[src/rtl/hamming_decoder_pkg.sv]
// Shared Hamming(7,4) geometry: widths, codeword bit positions and payload types.
package hamming_decoder_pkg;

  localparam int unsigned CODE_W = 7;
  localparam int unsigned DATA_W = 4;
  localparam int unsigned SYN_W  = 3;

  // Codeword bit positions (0-based); syndrome value is position + 1
  localparam int unsigned P1 = 0;
  localparam int unsigned P2 = 1;
  localparam int unsigned D0 = 2;
  localparam int unsigned P4 = 3;
  localparam int unsigned D1 = 4;
  localparam int unsigned D2 = 5;
  localparam int unsigned D3 = 6;

  typedef struct packed {
    logic [CODE_W-1:0] code;
    logic [SYN_W-1:0]  syndrome;
  } stage1_t;

  typedef struct packed {
    logic [DATA_W-1:0] data;
    logic [SYN_W-1:0]  syndrome;
    logic              corrected;
  } result_t;

  function automatic logic [DATA_W-1:0] extract_data(input logic [CODE_W-1:0] code);
    return {code[D3], code[D2], code[D1], code[D0]};
  endfunction

endpackage

[src/rtl/hamming_syndrome.sv]
// Combinational Hamming(7,4) syndrome {s4,s2,s1}; zero means no single-bit error.
module hamming_syndrome
  import hamming_decoder_pkg::*;
(
  input  logic [CODE_W-1:0] code,
  output logic [SYN_W-1:0]  syndrome
);

  logic s1, s2, s4;

  assign s1 = code[P1] ^ code[D0] ^ code[D1] ^ code[D3];
  assign s2 = code[P2] ^ code[D0] ^ code[D2] ^ code[D3];
  assign s4 = code[P4] ^ code[D1] ^ code[D2] ^ code[D3];

  assign syndrome = {s4, s2, s1};

endmodule

[src/rtl/hamming_decoder.sv]
// Two-stage pipelined Hamming(7,4) single-error-correcting decoder with valid/ready flow control.
// Optional corrected-word statistics counter enabled by `define HAMMING_DECODER_STATS_EN.
module hamming_decoder
  import hamming_decoder_pkg::*;
(
  input  logic              clk,
  input  logic              rst,
  input  logic              in_valid,
  output logic              in_ready,
  input  logic [CODE_W-1:0] in_code,
  output logic              out_valid,
  input  logic              out_ready,
  output logic [DATA_W-1:0] out_data,
  output logic [SYN_W-1:0]  out_syndrome,
  output logic              out_corrected
`ifdef HAMMING_DECODER_STATS_EN
  ,
  output logic [15:0]       err_count,
  input  logic              err_count_clr
`endif
);

  logic              adv;
  logic [SYN_W-1:0]  syn_in;
  logic              s1_valid;
  stage1_t           s1;
  result_t           res;
  logic [CODE_W-1:0] flip_mask;
  logic [CODE_W-1:0] fixed_code;

  // Whole pipeline advances whenever the output slot is empty or being drained
  assign adv      = !out_valid || out_ready;
  assign in_ready = adv;

  hamming_syndrome u_syndrome (
    .code     (in_code),
    .syndrome (syn_in)
  );

  // Flip the bit named by the syndrome; a double error lands on a wrong bit by design
  always_comb begin
    flip_mask = '0;
    if (s1.syndrome != '0) begin
      flip_mask = CODE_W'(1) << (s1.syndrome - SYN_W'(1));
    end
    fixed_code = s1.code ^ flip_mask;
  end

  always_ff @(posedge clk or posedge rst) begin
    if (rst) begin
      s1_valid  <= 1'b0;
      s1        <= '0;
      out_valid <= 1'b0;
      res       <= '0;
    end else if (adv) begin
      s1_valid      <= in_valid;
      s1.code       <= in_code;
      s1.syndrome   <= syn_in;
      out_valid     <= s1_valid;
      res.data      <= extract_data(fixed_code);
      res.syndrome  <= s1.syndrome;
      res.corrected <= (s1.syndrome != '0);
    end
  end

  assign out_data      = res.data;
  assign out_syndrome  = res.syndrome;
  assign out_corrected = res.corrected;

`ifdef HAMMING_DECODER_STATS_EN
  localparam int unsigned CNT_W = 16;

  // Saturating count of corrected words delivered; clear wins over increment
  always_ff @(posedge clk or posedge rst) begin
    if (rst) begin
      err_count <= '0;
    end else if (err_count_clr) begin
      err_count <= '0;
    end else if (out_valid && out_ready && out_corrected && (err_count != '1)) begin
      err_count <= err_count + CNT_W'(1);
    end
  end
`endif

endmodule

[config.mk]
export PLATFORM = sky130hd
export DESIGN_NAME = hamming_decoder
export DESIGN_NICKNAME = d
export VERILOG_FILES = /design/src/rtl/hamming_decoder_pkg.sv /design/src/rtl/hamming_syndrome.sv /design/src/rtl/hamming_decoder.sv
export SDC_FILE = /design/constraint.sdc
export NUM_CORES = 1
export LEC_CHECK = 0
export BUFFER_PORTS_ARGS = -buffer_cell sky130_fd_sc_hd__buf_2
export CAP_MARGIN = 15
export CORE_UTILIZATION = 45
export DETAILED_ROUTE_END_ITERATION = 16
export PLACE_DENSITY = 0.79
export SLEW_MARGIN = 10
export SYNTH_ARGS = -nofsm -noshare
export SYNTH_HDL_FRONTEND = slang
export SYNTH_SLANG_ARGS = --single-unit
[constraint.sdc]
create_clock -name clk -period 1.1 [get_ports clk]
set_clock_uncertainty 0.05 [all_clocks]
set_input_delay 0.055 -clock clk [delete_from_list [all_inputs] [get_ports clk]]
set_output_delay 0.055 -clock clk [all_outputs]
set_load 0.05 [all_outputs]
==> results of run 1 <==
## final timing paths
check                           startpoint               to  slack [ps]
worst max-delay path             out_valid         in_ready         -60
worst min-delay path            in_code[2]            s1[5]          10
worst max register to register   out_valid            s1[8]         -40
worst min register to register    s1_valid        out_valid         430
max in group asynchronous              rst        out_valid         230
min in group asynchronous              rst  out_syndrome[1]         330
## cell type report
type                    instances  area (sq um)
clock buffers                   4          26.3
fillers                       121           526
inverters                       1          3.75
multi-input cells              43           355
flip-flops and latches         17           430
well taps                      16          20.0
repair buffers                 31           215
## cells in the final DEF, fill, tap and decap left out
master | synthesis | final
a21oi_1 | 8 | 8
buf_2 | 1 | 19
buf_4 | 0 | 4
buf_6 | 2 | 4
buf_8 | 0 | 1
clkbuf_1 | 0 | 1
clkbuf_4 | 0 | 3
dfrtp_1 | 17 | 13
dfrtp_2 | 0 | 4
dlygate4sd3_1 | 0 | 3
inv_1 | 1 | 1
mux2_4 | 2 | 8
nand2b_1 | 1 | 1
nand2b_4 | 1 | 1
nand3_1 | 1 | 1
nand3b_1 | 3 | 3
nor2_1 | 8 | 8
nor3_1 | 1 | 1
xnor2_1 | 5 | 5
xor2_1 | 6 | 6
xor2_2 | 1 | 1
## metal layers
metal | wire length, um | vias up | global-route usage
li1 | - | 273 | -
met1 | 681 | 286 | 0.257
met3 | 60 | 4 | 0.0250
met5 | 0 | - | 0
met2 | 806 | 19 | 0.290
met4 | 30 | 0 | 0.0909
## kinds of logic after synthesis
logic type,count (synthesis),share of synthesized area
mux,8,0.124
compound gates,8,0.0507
flops,17,0.539
buf+inv,4,0.0396
xor+xnor,12,0.143
simple gates,15,0.105
## what timing repair did
action | CTS | global route
hold buffers | 2 | 1
endpoints found under the hold margin | 18 | 1
cloned | 0 | 0
buffers inserted | 3 | 1
resized for setup | 12 | 4
setup endpoints to repair | 7 | 13
pin swaps | 0 | 2
## worst max-delay path: stages, from the launching register on
cell and delay, ps:
dfrtp_2 430, nand2b_4 100, buf_6 100, buf_8 130
## state kept, by name (all words and copies together), names as in the netlist
| register | count |
|---|---|
| out_data | 4 |
| out_corrected | 1 |
| s1_valid | 1 |
| out_valid | 1 |
| out_syndrome | 3 |
| s1 | 7 |
## where the power goes
part / leakage (nW) / switching [mW] / internal [mW]
clock network: 0.0150 / 0.195 / 0.141
logic: 0.290 / 0.546 / 0.326
registers: 0.188 / 0.119 / 0.771
total: 0.492 / 0.860 / 1.24
## through the flow
step | TNS (ps) | power [mW]
2_1_floorplan | -2240 | 1.49
3_3_place_gp | 0 | 1.65
3_5_place_dp | -73.3 | 1.67
4_1_cts | -230 | 2.07
5_1_grt | -546 | 2.21
6_report | -261 | 2.10
==> run summary, run 1 <==
Critical Path Start Type = register
Site Rows = 14
Post-Syn Area = 790 sq um
Main synth FF type = dfrtp_1
CTS tree = done
DR iter-0 viols = 19
part of the Yosys area used for sequential elements = 0.539
initial antenna violation count = 0
most frequent cell after synthesis = dfrtp_1
Final nets = 108
Post-Synthesis Cells = 64
first-pass GRT wire length = 2.55 mm
clk_lat worst skew = 280 ps
Routed Antenna Nets = 0
largest net degree at the start of global routing = 18
Post-DP HPWL = 994 um
drt drc = 0
Port Buf Inserts = 20
Die W = 43.9 um
Final Hold Viols = 0
clock sinks = 17
Worst Path Max Fanout = 3
Reg clk slew, reported paths = 100 ps
vias in the first global route = 535
asr flop ratio synth = 1.00
Final Wtd Congestion = 0.720
post-layout min period = 1160 ps
ranking of synthesized cells by area = dfrtp_1 54%, mux2_2 8.6%, xor2_1 6.7%, xnor2_1 5.5%, a21oi_1 5.1%
Worst Reg2Reg Path Length in Cells = 3
Die ar. = 1930 sq um
Pre-antenna DRT Iters = 4
diode count = 0
htree depth = 1
violated checks = negative setup slack
Yosys top cell by area = dfrtp_1
Synth top area share = 0.539
IO Pins = 21
Yosys reg bits = 17
EDFF count, synth = 0
Vert. Die Dim = 43.9 um
final design utilization = 0.667
GRT overflow = 0
max-cap violation count = 0
drt total wl = 1.58 mm
commonest cells in the netlist = 17 x dfrtp_1, 8 x a21oi_1, 8 x nor2_1, 6 x mux2_2, 6 x xor2_1
Initial Utilization = 0.501
Crit. End Element = output pin
WHS Path Cells = 2
drt wl/cell = 14.1 um
worst min path class = input pin to register
Worst-Margin Slew = 631 ps
RSZ-0062 raised after global routing = yes
outcome = complete, but fails checks
crit path kind = register to output pin
placed insts = 101
via count = 582
Max Root-Sink Buffers = 2
Cell Area, Placed = 913 sq um
Syn Area/Cell = 12.3 sq um
CORE AREA = 1580 sq um
Setup WS pre-CTS = -20.7 ps
relative slew slack = 0.579
fin area = 1050 sq um
# setup viols final = 9
CTS root buf = clkbuf_4
Worst EP required = 1000 ps
Lkg Pwr = 0.492 nW
Total GRT Usage = 0.186
Unique masters post-synth = 16
P&R area growth vs syn = 33.1%
Num CTS Buffers = 3
Final period util = 1.05
Post-Layout Cell Count = 112
Critical Path AT = 1050 ps
hold slack = 10.5 ps
layout cells sized above 1 = 0.469
Final Slew Violations = 0
syn_nets = 75
vias per std cell = 5.20
Max Clk Rate = 863 MHz
worst setup margin = -58.3 ps
Peak VDD IR = 0.000896 V
Synth Warn # = 0
PD cells = 2000 nW/um^2
Note: power is estimated with default switching activity, not from simulation.
==> inputs of run 2 (changes only) <==
==> constraint.sdc (replaced) <==
create_clock -name clk -period 1.1 [get_ports clk]
set_clock_uncertainty 0.05 [all_clocks]
set_input_delay 0.055 -clock clk [delete_from_list [all_inputs] [get_ports clk]]
set_output_delay 0.055 -clock clk [all_outputs]
set_load 0.02 [all_outputs]
==> run 2 against run 1 <==
First-iteration DRC count shrank 11%. Worst hold slack worse by 11 ps. Critical endpoint is now s1[8]. Wire length increased by 4.3%. Core utilization is 2.6 points higher. Sequential power grew 1%. The run ends with negative hold slack, negative setup slack left. Clock power about the same. Clock-buffer cell count is the same. Global-route usage down 2.1 points. Fmax shrank 1.6%. Design area is 3.9% higher. Total power shrank 8.7%.
==> run summary, run 2 (synthesis gave the netlist of run 1 again) <==
RSZ-0062 raised after global routing = yes
Final Hold Viols = 1 (+1)
Worst-Margin Slew = 358 ps (-273 ps)
IO Pins = 21 (unchanged)
worst setup margin = -77.2 ps (-19.0 ps)
relative slew slack = 0.761 (+0.182)
Critical Path AT = 1310 ps (+260 ps)
Max Clk Rate = 849 MHz (-1.6%)
Num CTS Buffers = 3 (unchanged)
initial antenna violation count = 0 (unchanged)
Crit. End Element = register
drt wl/cell = 15.0 um (+6.2%)
Post-DP HPWL = 1.01 mm (+2.0%)
Vert. Die Dim = 43.9 um (unchanged)
hold slack = -0.527 ps (-11.0 ps)
GRT overflow = 0 (unchanged)
vias in the first global route = 527 (-1.5%)
post-layout min period = 1180 ps (+19.0 ps)
Final period util = 1.07 (+0.0173)
total of fill cells in the finished design = 127 (+5.0%)
Initial Utilization = 0.501 (unchanged)
most common cell after layout, fill and taps aside = buf_2
crit path kind = register to register
Die ar. = 1930 sq um (unchanged)
Worst EP required = 1230 ps (+230 ps)
Routed Antenna Nets = 0 (unchanged)
DR iter-0 viols = 17 (-2)
highest routed layer = met4
max-cap violation count = 0 (unchanged)
Final nets = 106 (-1.9%)
Reg clk slew, reported paths = 100 ps (about the same)
first-pass GRT wire length = 2.29 mm (-10%)
via count = 569 (-2.2%)
Pre-antenna DRT Iters = 4 (unchanged)
P&R area growth vs syn = 38.4%
Port Buf Inserts = 20 (unchanged)
violated checks = negative hold slack, negative setup slack
drt drc = 0 (unchanged)
Final Slew Violations = 0 (unchanged)
Setup TNS Final = -356 ps (-95.0 ps)
Reg2Reg Setup Slack = -80 ps (-40 ps)
Lkg Pwr = 0.497 nW (+0.87%)
Cell Area, Placed = 906 sq um (-0.82%)
Largest register FFs = 7 (unchanged)
largest net degree at the start of global routing = 11 (-7)
Max Root-Sink Buffers = 2 (unchanged)
wl on met1 = 712 um (+4.6%)
worst min path class = input pin to register
Die W = 43.9 um (unchanged)
Critical Path Start Type = register
most frequent cells in the layout = 19 x buf_2, 13 x dfrtp_1, 8 x mux2_4
layout cells sized above 1 = 0.521 (+0.0525)
vias per std cell = 5.17 (-0.46%)
Largest Register = s1
htree depth = 1 (unchanged)
drt total wl = 1.65 mm (+4.3%)
diode count = 0 (unchanged)
Multi-input gate area = 389 sq um (+9.5%)
CORE AREA = 1580 sq um (unchanged)
clk_lat worst skew = 290 ps (about the same)
outcome = complete, but fails checks
clock sinks = 17 (unchanged)
# setup viols final = 9 (unchanged)
met2 wire len = 831 um (+3.1%)
met3 wire len = 54 um (-10%)
Peak VDD IR = 0.000939 V (+4.7%)
Register Area = 430 sq um (unchanged)
CTS tree = done
Total GRT Usage = 0.165 (-0.0208)
PD cells = 1750 nW/um^2 (-12%)
Final Wtd Congestion = 0.738 (+2.5%)
CTS root buf = clkbuf_4
fin area = 1090 sq um (+3.9%)
Site Rows = 14 (unchanged)
Worst Path Max Fanout = 5 (+2)
-- run 2: cell types whose count changed in the layout (fill, tap and decap cells not counted), sizes merged --
cell,delta
clkbuf,+1
buf,-3
-- run 2: worst paths after layout --
kind                                 start  depth (start not counted)              end
min in group asynchronous              rst                          3  out_syndrome[1]
worst min-delay path            in_code[4]                          2            s1[7]
worst min register to register    s1_valid                          1        out_valid
worst max-delay path             out_valid                          3            s1[8]
max in group asynchronous              rst                          4            s1[1]
worst max register to register   out_valid                          3            s1[8]
-- run 2: routing by layer --
layer	global-route usage	vias to the layer above
met4	0.0909	0
met2	0.290	23
met1	0.193	270
li1	-	270
met5	0	-
met3	0.0250	6
-- run 2: worst max-delay path, stage by stage (launching register included) --
cell and delay (ps):
dfrtp_2 440, nand2b_4 110, clkbuf_16 160, mux2_4 310
-- run 2: final cells by class --
cell class	count	area share
flip-flops and latches	17	0.394
multi-input cells	43	0.356
repair buffers	29	0.204
clock buffers	4	0.0241
well taps	16	0.0183
inverters	1	0.00344
-- run 2: metrics by stage --
stage	setup WS, ps	hold slack (ps)	cells	utilization	power, mW
3_3_place_gp	34.7	-29.9	100	0.575	1.41
6_report	-77.2	-0.527	110	0.693	1.91
3_5_place_dp	13.5	-22.3	100	0.575	1.44
2_1_floorplan	-132	-69.0	64	-	1.26
4_1_cts	-49.9	13.3	109	0.631	1.80
5_1_grt	-89.6	9.61	110	0.693	2.02
-- run 2: timing repair --
action | in CTS | in global routing
endpoints found under the setup margin | 1 | 16
buffers inserted | 2 | 0
resized for setup | 5 | 21
endpoints found under the hold margin | 19 | 0
hold buffers | 3 | 0
gates cloned | 0 | 1
-- run 2: report_power, final --
part	switching, mW	internal [mW]	total [mW]	leakage, nW
Sequential	0.131	0.771	0.902	0.188
Clock	0.193	0.141	0.334	0.0150
Combinational	0.338	0.340	0.679	0.294
Total	0.662	1.25	1.91	0.497
